[config.mk]
export PLATFORM = sky130hd
export DESIGN_NAME = matrix_scan_driver_flat
export DESIGN_NICKNAME = d
export VERILOG_FILES = /design/src/rtl/matrix_scan_driver_if.sv /design/src/rtl/matrix_scan_driver.sv /design/src/flat_wrapper.sv
export SDC_FILE = /design/constraint.sdc
export NUM_CORES = 1
export LEC_CHECK = 0
export CORE_MARGIN = 3
export CORE_UTILIZATION = 60
export CTS_BUF_LIST = sky130_fd_sc_hd__clkbuf_4 sky130_fd_sc_hd__clkbuf_8 sky130_fd_sc_hd__clkbuf_16
export DETAILED_ROUTE_END_ITERATION = 8
export HOLD_SLACK_MARGIN = 0.1
export PLACE_DENSITY = 0.93
export SLEW_MARGIN = 20
export SYNTH_ARGS = -nofsm -noshare
export SYNTH_HDL_FRONTEND = slang
export SYNTH_SLANG_ARGS = --single-unit
[constraint.sdc]
create_clock -name clk -period 3.9 [get_ports clk]
set_input_delay 0.78 -clock clk [delete_from_list [all_inputs] [get_ports clk]]
set_output_delay 0.78 -clock clk [all_outputs]
set_load 0.05 [all_outputs]
[src/rtl/matrix_scan_driver_if.sv]
// Bitmap handshake plus matrix pin bundle for the LED row-scan driver.
interface matrix_scan_driver_if;
  logic [63:0] frame_in;
  logic        frame_valid;
  logic        frame_ready;
  logic [7:0]  row_sel;
  logic [7:0]  col_on;
  logic        frame_start;
  logic [2:0]  row_idx;

  // Bitmap source / pin observer side
  modport master (
    output frame_in, frame_valid,
    input  frame_ready, row_sel, col_on, frame_start, row_idx
  );

  // Scan driver side
  modport slave (
    input  frame_in, frame_valid,
    output frame_ready, row_sel, col_on, frame_start, row_idx
  );
endinterface

[src/rtl/matrix_scan_driver.sv]
// Double-buffered 8x8 LED row-multiplexing driver with inter-row blanking.
// A frame lands in the pending buffer and is promoted to the display buffer
// only at the end of row 7, so a scan frame never shows a mix of bitmaps.
module matrix_scan_driver #(
  parameter int DWELL_CYCLES = 6250,
  parameter int BLANK_CYCLES = 50
) (
  input  logic clk,
  input  logic reset,
  matrix_scan_driver_if.slave bus
);
  localparam int MAXC = (DWELL_CYCLES > BLANK_CYCLES) ? DWELL_CYCLES : BLANK_CYCLES;
  localparam int PW   = $clog2(MAXC + 1);
  localparam logic [PW-1:0] DWELL_LAST = PW'(DWELL_CYCLES - 1);
  localparam logic [PW-1:0] BLANK_LAST = PW'(BLANK_CYCLES - 1);

  typedef enum logic {BLANK, DRIVE} state_t;

  state_t        state;
  logic [PW-1:0] phase;
  logic [2:0]    row;
  logic          run;        // low until the first edge after reset release
  logic [63:0]   pend;
  logic          pend_full;
  logic [63:0]   disp;
  logic          ready_q;
  logic [7:0]    row_sel_q;
  logic [7:0]    col_on_q;
  logic          fs_q;

  logic accept;
  logic frame_end;

  assign accept    = bus.frame_valid && ready_q;
  assign frame_end = run && (state == DRIVE) && (phase == DWELL_LAST) && (row == 3'd7);

  assign bus.frame_ready = ready_q;
  assign bus.row_sel     = row_sel_q;
  assign bus.col_on      = col_on_q;
  assign bus.frame_start = fs_q;
  assign bus.row_idx     = row;

  // Pending/display buffering; swap and accept are exclusive since a swap
  // needs pend_full, which holds frame_ready low.
  always_ff @(posedge clk or negedge reset) begin
    if (!reset) begin
      pend      <= '0;
      pend_full <= 1'b0;
      disp      <= '0;
      ready_q   <= 1'b0;
    end else if (frame_end && pend_full) begin
      disp      <= pend;
      pend_full <= 1'b0;
      ready_q   <= 1'b1;
    end else if (accept) begin
      pend      <= bus.frame_in;
      pend_full <= 1'b1;
      ready_q   <= 1'b0;
    end else begin
      ready_q   <= ~pend_full;
    end
  end

  // Blank/drive scan FSM with registered pin outputs.
  always_ff @(posedge clk or negedge reset) begin
    if (!reset) begin
      state     <= BLANK;
      phase     <= '0;
      row       <= '0;
      run       <= 1'b0;
      row_sel_q <= '0;
      col_on_q  <= '0;
      fs_q      <= 1'b0;
    end else if (!run) begin
      // First edge after release opens the row 0 blank of frame 0.
      run   <= 1'b1;
      state <= BLANK;
      phase <= '0;
      row   <= '0;
      fs_q  <= 1'b1;
    end else begin
      fs_q <= 1'b0;
      case (state)
        BLANK: begin
          if (phase == BLANK_LAST) begin
            state     <= DRIVE;
            phase     <= '0;
            row_sel_q <= 8'b1 << row;
            col_on_q  <= disp[{row, 3'b000} +: 8];
          end else begin
            phase <= phase + PW'(1);
          end
        end
        DRIVE: begin
          if (phase == DWELL_LAST) begin
            state     <= BLANK;
            phase     <= '0;
            row       <= row + 3'd1;
            row_sel_q <= '0;
            col_on_q  <= '0;
            fs_q      <= (row == 3'd7);
          end else begin
            phase <= phase + PW'(1);
          end
        end
        default: begin
          state     <= BLANK;
          phase     <= '0;
          row_sel_q <= '0;
          col_on_q  <= '0;
        end
      endcase
    end
  end
endmodule

[src/flat_wrapper.sv]
// flat-port wrapper written by rule: the top's interface ports become plain ports
module matrix_scan_driver_flat 
#(
  parameter int DWELL_CYCLES = 6250,
  parameter int BLANK_CYCLES = 50
)
  (clk, reset, bus_frame_in, bus_frame_valid, bus_frame_ready, bus_row_sel, bus_col_on, bus_frame_start, bus_row_idx);
  matrix_scan_driver_if bus_i ();
  input  logic clk;
  input  logic reset;
  input wire logic [$bits(bus_i.frame_in)-1:0] bus_frame_in;
  input wire logic [$bits(bus_i.frame_valid)-1:0] bus_frame_valid;
  output wire logic [$bits(bus_i.frame_ready)-1:0] bus_frame_ready;
  output wire logic [$bits(bus_i.row_sel)-1:0] bus_row_sel;
  output wire logic [$bits(bus_i.col_on)-1:0] bus_col_on;
  output wire logic [$bits(bus_i.frame_start)-1:0] bus_frame_start;
  output wire logic [$bits(bus_i.row_idx)-1:0] bus_row_idx;
  assign bus_i.frame_in = bus_frame_in;
  assign bus_i.frame_valid = bus_frame_valid;
  assign bus_frame_ready = bus_i.frame_ready;
  assign bus_row_sel = bus_i.row_sel;
  assign bus_col_on = bus_i.col_on;
  assign bus_frame_start = bus_i.frame_start;
  assign bus_row_idx = bus_i.row_idx;
  matrix_scan_driver #(.DWELL_CYCLES(DWELL_CYCLES), .BLANK_CYCLES(BLANK_CYCLES)) u_core (.clk(clk), .reset(reset), .bus(bus_i));
endmodule
==> impl_metrics.ini, run 1 <==
[setup_path]
reg2reg_depth = 5
crit_family = simple AND/OR/NAND/NOR gates
reg2reg_slack_ns = 1.36
r2r-end = u_core.disp[12]$_DFFE_PN0P_
required_ns = 4.20
path_max_fanout = 22
path_cells = nor4_4 -> nand4_2 -> nor2_4 -> buf_12 -> mux2_2
worstSetupStartpointType = flop
cp-end-kind = flop
cp_slowest_cell = nor2_4
rr_startpoint = u_core.phase[9]$_DFF_PN0_
arrival_ns = 2.84
worst-setup-path-type = flop to flop
path_buf_inv = 1
cpPeakStageDelay_ns = 0.67

[timing]
fin_tns_setup_ns = 0
max_freq_mhz = 393
slew_viol_final = 0
max_slew.worst_pin.slew_ns = 1.02
finalSetupViolCount = 0
period_share_pct = 65.3
hold_viol = 0
slew_headroom_pct = 32.3
hold_ws_ns = 0.439
rsz0062_at_grt = no
min_period_ns = 2.54
clock_skew_ns = 0.00742

[routing]
wl_um = 15100
vias_per_cell = 5.84
drt-initial-drc-count = 330
post-route-drc-count = 0
vias = 4237
wl_per_cell_um = 20.8
drt-pass1-iter-count = 5
antenna_left = 0

[grt]
grt_max_degree = 96
grt_pass1_wl_um = 24400
grt-ovfl-total = 0
grtUsageTotal_pct = 24.7
grt_pass1_vias = 4541
antenna_found_initial = 0

[floorplanning]
die_x_um = 114
fp.coreArea_um2 = 11100
rows = 38
initial_utilization_pct = 63.2
die_area_um2 = 13100
ios = 88
die_y_um = 114

[synthesis]
synth_top_area_cell = dfrtp_1
ys.warnings.count = 0
synth_edf_count = 0
synthTopCellsByArea = dfrtp_1 (59%), mux2_2 (21%), mux2i_1 (5.6%)
synthFlopType = dfrtp_1
synth_most_common_cell = dfrtp_1
postSynthAreaPerCell_um2 = 14.6
syn_nets = 558
mappedNetlistArea_um2 = 7030
ys_ff_latch = 165
synth_commonest_cells = dfrtp_1 (165), mux2_2 (134), mux2i_1 (39)
synth_top_area_share_pct = 58.7
syn_inst = 483
ys_types = 40
synthArstFlopShare_pct = 100
ys_seq_area_share_pct = 58.7

[cells_and_area]
area_growth_pct = 23.6
antenna_cells = 0
multi_input_comb_area_um2 = 2730
layout.area.seq_um2 = 4130
layout.nets = 648
post_route_cells_drive_above_1_share_pct = 31.6
final_cells = 725
fillers = 636
post-route-util_pct = 78.1

[clocking]
cts_tree = done
cts_made_buffers = 17
cts-root-buf = clkbuf_16
clock-sinks = 165
clk_latency_ns = 0.42
htreeDepth = 4
hold_buffers = 0
path_clk_slew_ns = 0.06
cts_setup_buffers = 0
clock_path_buffers = 2
cts_resized = 0

[place]
placed_cells = 694
hpwl_um = 9600
port_buffers = 87
finalWeightedCongestion = 0.773

[run_status]
status = finished, final reports clean

[run]
cap_violations = 0

[hold_path]
hold_path_class = primary input to async pin

[power_and_ir_drop]
p_leak_nw = 3.74
ir_worst_vdd_v = 0.000499
p_per_area_nw_per_um2 = 502
p_total_mw = 4.36
[sequential cells by signal (all words and copies together), names as in the netlist]
register and flops:
u_core.bus.col_on 8, u_core.bus.row_idx 3, u_core.disp 64, u_core.run 1, u_core.bus.frame_start 1, u_core.pend 64
u_core.bus.frame_ready 1, u_core.pend_full 1, u_core.bus.row_sel 8, u_core.phase 13, u_core.state 1
[cell usage in the layout, fill, tap and decap left out, types with 2 or more instances in the layout]
| cell type | synthesis | final |
|---|---|---|
| mux2i_1 | 39 | 39 |
| mux2_4 | 4 | 4 |
| clkbuf_16 | 0 | 17 |
| buf_12 | 1 | 4 |
| o22ai_1 | 3 | 3 |
| nand4_1 | 2 | 2 |
| o22a_1 | 8 | 8 |
| clkinv_2 | 0 | 3 |
| clkdlybuf4s50_1 | 0 | 86 |
| nor3b_1 | 13 | 13 |
| nand3_1 | 4 | 4 |
| ha_1 | 8 | 8 |
| clkinv_4 | 0 | 3 |
| xnor2_1 | 10 | 10 |
| clkbuf_8 | 0 | 2 |
| mux2_2 | 134 | 134 |
| o221ai_1 | 8 | 8 |
| nor2b_1 | 2 | 2 |
| nor2_1 | 9 | 9 |
| inv_1 | 16 | 16 |
| nor3_1 | 3 | 3 |
| nand2_1 | 14 | 14 |
| bufinv_16 | 0 | 4 |
| dfrtp_1 | 165 | 164 |
[layer usage]
metal	part of all wire, %	track usage [%]	routed length, um
met2	52	42.1	7830
met1	41	31.3	6200
met3	5.5	6.08	826
met5	0	0	0
met4	1.4	7.76	204
[final cells by class]
type	count	area share (%)
clock inverters	12	2.04
inverters	16	0.691
repair buffers	92	11.0
well taps	140	2.02
clock buffers	19	5.21
flip-flops and latches	165	47.5
multi-input cells	281	31.5
[how the worst max path moves through the flow]
stage	start	end	slack [ns]	cells after the start
after floorplan	u_core.bus.row_idx[0]$_DFFE_PN0P_	u_core.disp[0]$_DFFE_PN0P_	1.75	6
after global placement	u_core.phase[9]$_DFF_PN0_	u_core.disp[29]$_DFFE_PN0P_	1.46	5
after detailed placement	u_core.phase[9]$_DFF_PN0_	u_core.disp[12]$_DFFE_PN0P_	1.40	5
after CTS	u_core.phase[9]$_DFF_PN0_	u_core.disp[12]$_DFFE_PN0P_	1.35	5
after global routing	u_core.run$_DFF_PN0_	u_core.disp[12]$_DFFE_PN0P_	1.20	5
final	u_core.phase[9]$_DFF_PN0_	u_core.disp[12]$_DFFE_PN0P_	1.36	5
[cells by family after synthesis]
kind of cell / share of synthesized area [%]
XOR/XNOR: 1.37
multiplexers: 27.9
flip-flops: 58.7
adder cells (fa/ha/maj): 1.42
AND/OR/NAND/NOR: 5.14
buffers and inverters: 2.49
other: 0.0533
AO/OA/AOI/OAI: 2.94
[report_power, final]
group,switching (mW),internal (mW)
Sequential,0.179,1.99
Combinational,0.140,0.278
Clock,0.674,1.10
[worst register-to-register path, cell delays in order, from the launching register on]
cell and delay (ns):
dfrtp_1 0.44, nor4_4 0.41, nand4_2 0.26, nor2_4 0.67
buf_12 0.26, mux2_2 0.39
[per-stage QoR]
step | setup slack (ns) | cell area, um^2
after CTS | 1.35 | 8690
after floorplan | 1.75 | 7030
after detailed placement | 1.40 | 8060
after global placement | 1.46 | 8060
after global routing | 1.20 | 8690
final | 1.36 | 8690
No activity file was read; power rests on OpenSTA's default activity.
==> run 2: changes to the inputs <==
--- a/config.mk
+++ b/config.mk
@@ -6,11 +6,11 @@
 export NUM_CORES = 1
 export LEC_CHECK = 0
 export CORE_MARGIN = 3
-export CORE_UTILIZATION = 60
+export CORE_UTILIZATION = 50
 export CTS_BUF_LIST = sky130_fd_sc_hd__clkbuf_4 sky130_fd_sc_hd__clkbuf_8 sky130_fd_sc_hd__clkbuf_16
 export DETAILED_ROUTE_END_ITERATION = 8
 export HOLD_SLACK_MARGIN = 0.1
-export PLACE_DENSITY = 0.93
+export PLACE_DENSITY = 0.84
 export SLEW_MARGIN = 20
 export SYNTH_ARGS = -nofsm -noshare
 export SYNTH_HDL_FRONTEND = slang
==> constraint.sdc (replaced) <==
create_clock -name clk -period 2.3 [get_ports clk]
set_input_delay 0.46 -clock clk [delete_from_list [all_inputs] [get_ports clk]]
set_output_delay 0.46 -clock clk [all_outputs]
set_load 0.05 [all_outputs]
==> run 2 against run 1 <==
  * Register-to-register slack got worse by 1.3 ns
  * Clock-buffer cell count increased by 3
  * First-iteration DRC count decreased by 17%
  * Critical path depth decreased by 4
  * Worst hold slack improved by 0.029 ns
  * Sequential share of layout area decreased by 0.61 points
  * Die area increased by 19%
  * Combinational power increased by 73%
  * Sequential cell count unchanged
  * Cell count increased by 6.3%
  * Largest cell class unchanged
  * Largest power group unchanged
==> impl_metrics.ini, run 2 (same netlist as run 1, synthesis figures left out) <==
[setup_path]
path_buf_inv = 1
arrival_ns = 1.76
reg2reg_slack_ns = 0.10
worstSetupStartpointType = flop
worst-setup-path-type = flop to primary output
cpPeakStageDelay_ns = 0.85
crit_family = buffers and inverters
path_max_fanout = 6
required_ns = 1.84
cp-end-kind = primary output
cp_slowest_cell = clkdlybuf4s50_1
path_cells = clkdlybuf4s50_1

[cells_and_area]
area_growth_pct = 25.2
largestRegisters = u_core.disp x64, u_core.pend x64, u_core.phase x13
layout.nets = 657
fillers = 911
antenna_cells = 0
post_route_cells_drive_above_1_share_pct = 32.8
mostFrequentLayoutCells = dfrtp_1 (164), mux2_2 (134), clkdlybuf4s50_1 (84)
final_cells = 771
final_common_cell = dfrtp_1

[clocking]
clock_path_buffers = 2
path_clk_slew_ns = 0.06
clock-sinks = 165
cts_tree = done
clk_latency_ns = 0.42
htreeDepth = 4
cts-root-buf = clkbuf_16
cts_made_buffers = 17

[grt]
antenna_found_initial = 0
grtUsageTotal_pct = 19.7
grt_pass1_wl_um = 24200
grt_max_degree = 60
grt_pass1_vias = 4492
grt-ovfl-total = 0

[floorplanning]
die_area_um2 = 15500
ios = 88
rows = 42
fp.coreArea_um2 = 13500
die_x_um = 125
initial_utilization_pct = 52.1
die_y_um = 125

[power_and_ir_drop]
clockPowerShare_pct = 37.7
seqPwrFrac_pct = 52.0
p_int_mw = 5.43
ir_worst_vdd_v = 0.000590
p_sw_share_pct = 22.8
p_comb_share_pct = 10.3
p_leak_nw = 3.78
power_switching_mw = 1.61
p_per_area_nw_per_um2 = 799

[run_status]
status = finished, final reports clean

[place]
placed_cells = 738
port_buffers = 87
post-place-ws_ns = 0.158
hpwl_um = 10000
finalWeightedCongestion = 0.800

[timing]
max_slew.worst_pin.slew_ns = 0.550
finalSetupViolCount = 0
min_period_ns = 2.22
slew_viol_final = 0
hold_viol = 0
rsz0062_at_grt = no
fin_tns_setup_ns = 0
max_freq_mhz = 450
layout_setup_ws_ns = 0.0777
period_share_pct = 96.6
slew_headroom_pct = 63.3
clock_skew_ns = 0.00626

[hold_path]
hold_path_class = flop to flop

[run]
cap_violations = 0

[routing]
wl_um = 14400
antenna_left = 0
vias = 4195
wl_per_cell_um = 18.7
drt-initial-drc-count = 273
post-route-drc-count = 0
drt-pass1-iter-count = 4
vias_per_cell = 5.44
==> run 2: cell types whose count changed in the layout (fill, tap and decap cells not counted) <==
cell             delta
buf_4               +4
dlygate4sd3_1       +1
inv_6               -1
clkbuf_4            +3
bufinv_16           -3
nand4_2             -1
nand4_4             +1
clkinv_4            -2
dlymetal6s2s_1      +1
clkinv_2            +4
buf_12              +5
clkdlybuf4s50_1     -2
==> run 2: worst register-to-register path: stages, from the launching register on <==
cell,delay [ns]
dfrtp_1,0.43
or4_4,0.55
or3_4,0.37
a21oi_4,0.19
buf_12,0.18
mux2_2,0.36
==> run 2: final timing paths <==
check	from	end	depth (start not counted)
max in group asynchronous	reset	u_core.disp[63]$_DFFE_PN0P_	3
worst max register to register	u_core.phase[6]$_DFF_PN0_	u_core.bus.col_on[1]$_DFFE_PN0P_	5
worst max-delay path	u_core.bus.row_idx[2]$_DFFE_PN0P_	bus_row_idx[2]	1
worst min register to register	u_core.pend_full$_DFFE_PN0P_	u_core.bus.frame_ready$_DFF_PN0_	1
min in group asynchronous	reset	u_core.pend[27]$_DFFE_PN0P_	2
worst min-delay path	u_core.pend_full$_DFFE_PN0P_	u_core.bus.frame_ready$_DFF_PN0_	1
==> run 2: layout make-up <==
cell class | instances | area [um^2] | area share (%)
Sequential cell | 165 | 4130 | 46.9
Clock buffer | 22 | 475 | 5.40
Timing Repair Buffer | 101 | 1090 | 12.4
Multi-Input combinational cell | 281 | 2740 | 31.2
Tap cell | 176 | 220 | 2.50
Inverter | 16 | 60.1 | 0.682
Clock inverter | 10 | 81.3 | 0.924
==> run 2: power groups by stage <==
| stage | Sequential [mW] | Clock [mW] | Combinational, mW |
|---|---|---|---|
| floorplan | 3.58 | 0 | 0.463 |
| global placement | 3.67 | 0 | 0.686 |
| detailed placement | 3.70 | 0 | 0.732 |
| CTS | 3.65 | 2.70 | 0.740 |
| global route | 3.71 | 2.83 | 0.791 |
| finish | 3.66 | 2.65 | 0.723 |
==> run 2: stage by stage <==
stage | hold slack, ns | power (mW) | utilization [%] | area [um^2]
floorplan | 0.164 | 4.04 | - | 7030
detailed placement | 0.470 | 4.43 | 60.9 | 8220
global placement | 0.460 | 4.35 | 60.9 | 8220
finish | 0.468 | 7.03 | 65.2 | 8800
global route | 0.515 | 7.33 | 65.2 | 8800
CTS | 0.477 | 7.09 | 65.1 | 8790
==> run 2: routing by layer <==
layer | up-vias | global-route usage, % | share of wire (%)
met2 | 120 | 31.0 | 49
met5 | - | 0 | 0
met3 | 17 | 5.36 | 5.2
met1 | 2134 | 26.8 | 44
li1 | 1924 | - | -
met4 | 0 | 6.51 | 1.5
==> run 2: repair_timing <==
item | 4_1_cts | 5_1_grt
hold buffers | 1 | 0
setup buffers | 0 | 0
hold endpoints to repair | 55 | 0
setup endpoints to repair | 0 | 8
gates resized for setup | 0 | 2
==> run 3: changes to the inputs <==
--- a/config.mk
+++ b/config.mk
@@ -9,6 +9,7 @@
 export CORE_UTILIZATION = 50
 export CTS_BUF_LIST = sky130_fd_sc_hd__clkbuf_4 sky130_fd_sc_hd__clkbuf_8 sky130_fd_sc_hd__clkbuf_16
 export DETAILED_ROUTE_END_ITERATION = 8
+export GPL_ROUTABILITY_DRIVEN = 0
 export HOLD_SLACK_MARGIN = 0.1
 export PLACE_DENSITY = 0.84
 export SLEW_MARGIN = 20
==> results of run 3 <==
No change in the layout: final DEF, timing and power equal those of run 2.
==> RTL change (flow settings as in run 3) <==
Reset style: synchronous (`reset`), changed in 2 clocked blocks.
--- a/src/rtl/matrix_scan_driver.sv
+++ b/src/rtl/matrix_scan_driver.sv
@@ -42,7 +42,7 @@
 
   // Pending/display buffering; swap and accept are exclusive since a swap
   // needs pend_full, which holds frame_ready low.
-  always_ff @(posedge clk or negedge reset) begin
+  always_ff @(posedge clk) begin
     if (!reset) begin
       pend      <= '0;
       pend_full <= 1'b0;
@@ -62,7 +62,7 @@
   end
 
   // Blank/drive scan FSM with registered pin outputs.
-  always_ff @(posedge clk or negedge reset) begin
+  always_ff @(posedge clk) begin
     if (!reset) begin
       state     <= BLANK;
       phase     <= '0;
Behaviour: differs if reset is asserted again (counterexample within 4 cycles, from zero or initial values and one cycle with reset low); with reset held inactive, the same outputs for 10 cycles.
==> RTL change against run 3 <==
- critical path depth increased by 1
- area after synthesis grew 2.7%
- via count up 39%
- critical path type unchanged
- sequential cell count unchanged
- routed wire length rose by 12%
- design area shrank 1.2%
- setup slack improved by 0.026 ns
Power is not compared: it rests on default switching activity, and its combinational part moved more than twofold at a synthesized area within 25%.
==> RTL change: results (changes against run 3) <==
* Final #Nets at 936 (+42%)
* Register area share after synthesis at 45.75% (-13 points)
* Top cells by area, synth: dfxtp_1 (46%), nand2_1 (7.9%), a21boi_1 (7.7%), mux2i_1 (6.8%), nand3_1 (5.8%)
* Vias in the first global route at 5456 (+21%)
* Non-filler cells in the finished layout at 1054 (+37%)
* Clock skew at 0.005994 ns (-0.0002702 ns)
* Pre-CTS setup slack at 0.2881 ns (+0.1301 ns)
* Min-delay worst type: in2reg
* Slowest stage delay, CP at 0.81 ns (-0.04 ns)
* First-pass GRT wire length at 26.82 mm (+11%)
* Worst Tran Pin Value at 0.7677 ns (+0.2176 ns)
* Post-synth cell types at 34 (-15%)
* Async S/R FF share, synth at 0% (-100 points)
* Vias per Instance at 5.528 (+1.6%)
* Cell Count Post-Placement at 1022 (+38%)
* Pin count of the biggest net entering global routing at 129 (+110%)
* Met3 routed WL at 798 um (+7.0%)
* Layout cells sized above 1 at 8.352% (-24 points)
* Max Fanout on Critical Path at 8 (+2)
* Status: finished clean
* Most frequent cells after synthesis: dfxtp_1 (165), nand2_1 (151), nand3_1 (84), a21boi_1 (74), o21ai_0 (64)
* Static leakage at ~2.8 nW
* Port Buf Inserts at 87 (unchanged)
* HPWL after DPL at 10.54 mm (+5.2%)
* Met2 WL at 7.391 mm (+4.5%)
* WL/cell at 15.27 um (-18%)
* All-Layer GR Usage at 20.61% (+0.86 points)
* Iter 0 DRT Violations at 485 (+78%)
* Clk slew on worst S/H paths at 0.06 ns (about the same)
[RTL change: path summary, 6_finish.rpt]
| path | start | endpoint | slack (ns) | cells after the start |
|---|---|---|---|---|
| worst max-delay path | u_core.bus.row_idx[0]$_SDFFE_PN0P_ | bus_row_idx[0] | 0.10 | 2 |
| worst min-delay path | reset | u_core.run$_DFF_P_ | 0.32 | 1 |
| worst max register to register | u_core.phase[0]$_SDFF_PN0_ | u_core.pend[13]$_SDFFE_PN0P_ | 0.26 | 6 |
| worst min register to register | u_core.disp[5]$_SDFFE_PN0P_ | u_core.disp[5]$_SDFFE_PN0P_ | 0.45 | 2 |
[RTL change: per-layer routing]
metal | global-route usage, % | vias up
li1 | - | 2892
met1 | 28.78 | 2746
met2 | 31.71 | 155
met3 | 4.326 | 33
met4 | 7.319 | 0
met5 | 0 | -
[RTL change: power by group through the flow]
stage / registers, mW / logic (mW) / clock network, mW
after floorplan: 3.01 / 0.170 / 0
after global placement: 3.01 / 0.341 / 0
after detailed placement: 3.01 / 0.347 / 0
after CTS: 2.95 / 0.349 / 2.87
after global routing: 2.95 / 0.382 / 3.00
final: 2.95 / 0.347 / 2.83
[RTL change: cell type report]
class	count	area, sq um
Inverter	7	26.28
Clock inverter	8	96.34
Clock buffer	24	503.0
Timing Repair Buffer	100	1026
Sequential cell	165	3304
Multi-Input combinational cell	570	3518
Fill cell	1176	5289
Tap cell	180	225.2
[RTL change: cell families after synthesis]
| group | Yosys count | synth area share (%) |
|---|---|---|
| simple gates | 287 | 17.92 |
| compound gates | 214 | 21.16 |
| flops | 165 | 45.75 |
| buf+inv | 77 | 5.529 |
| mux | 49 | 6.794 |
| xor+xnor | 12 | 1.456 |
| fa+ha+maj | 8 | 1.387 |
[RTL change: metrics by stage]
step	power, mW	area [sq um]
4_1_cts	6.165	8700
5_1_grt	6.332	8700
6_report	6.130	8700
3_3_place_gp	3.351	8100
3_5_place_dp	3.358	8100
2_1_floorplan	3.180	7219
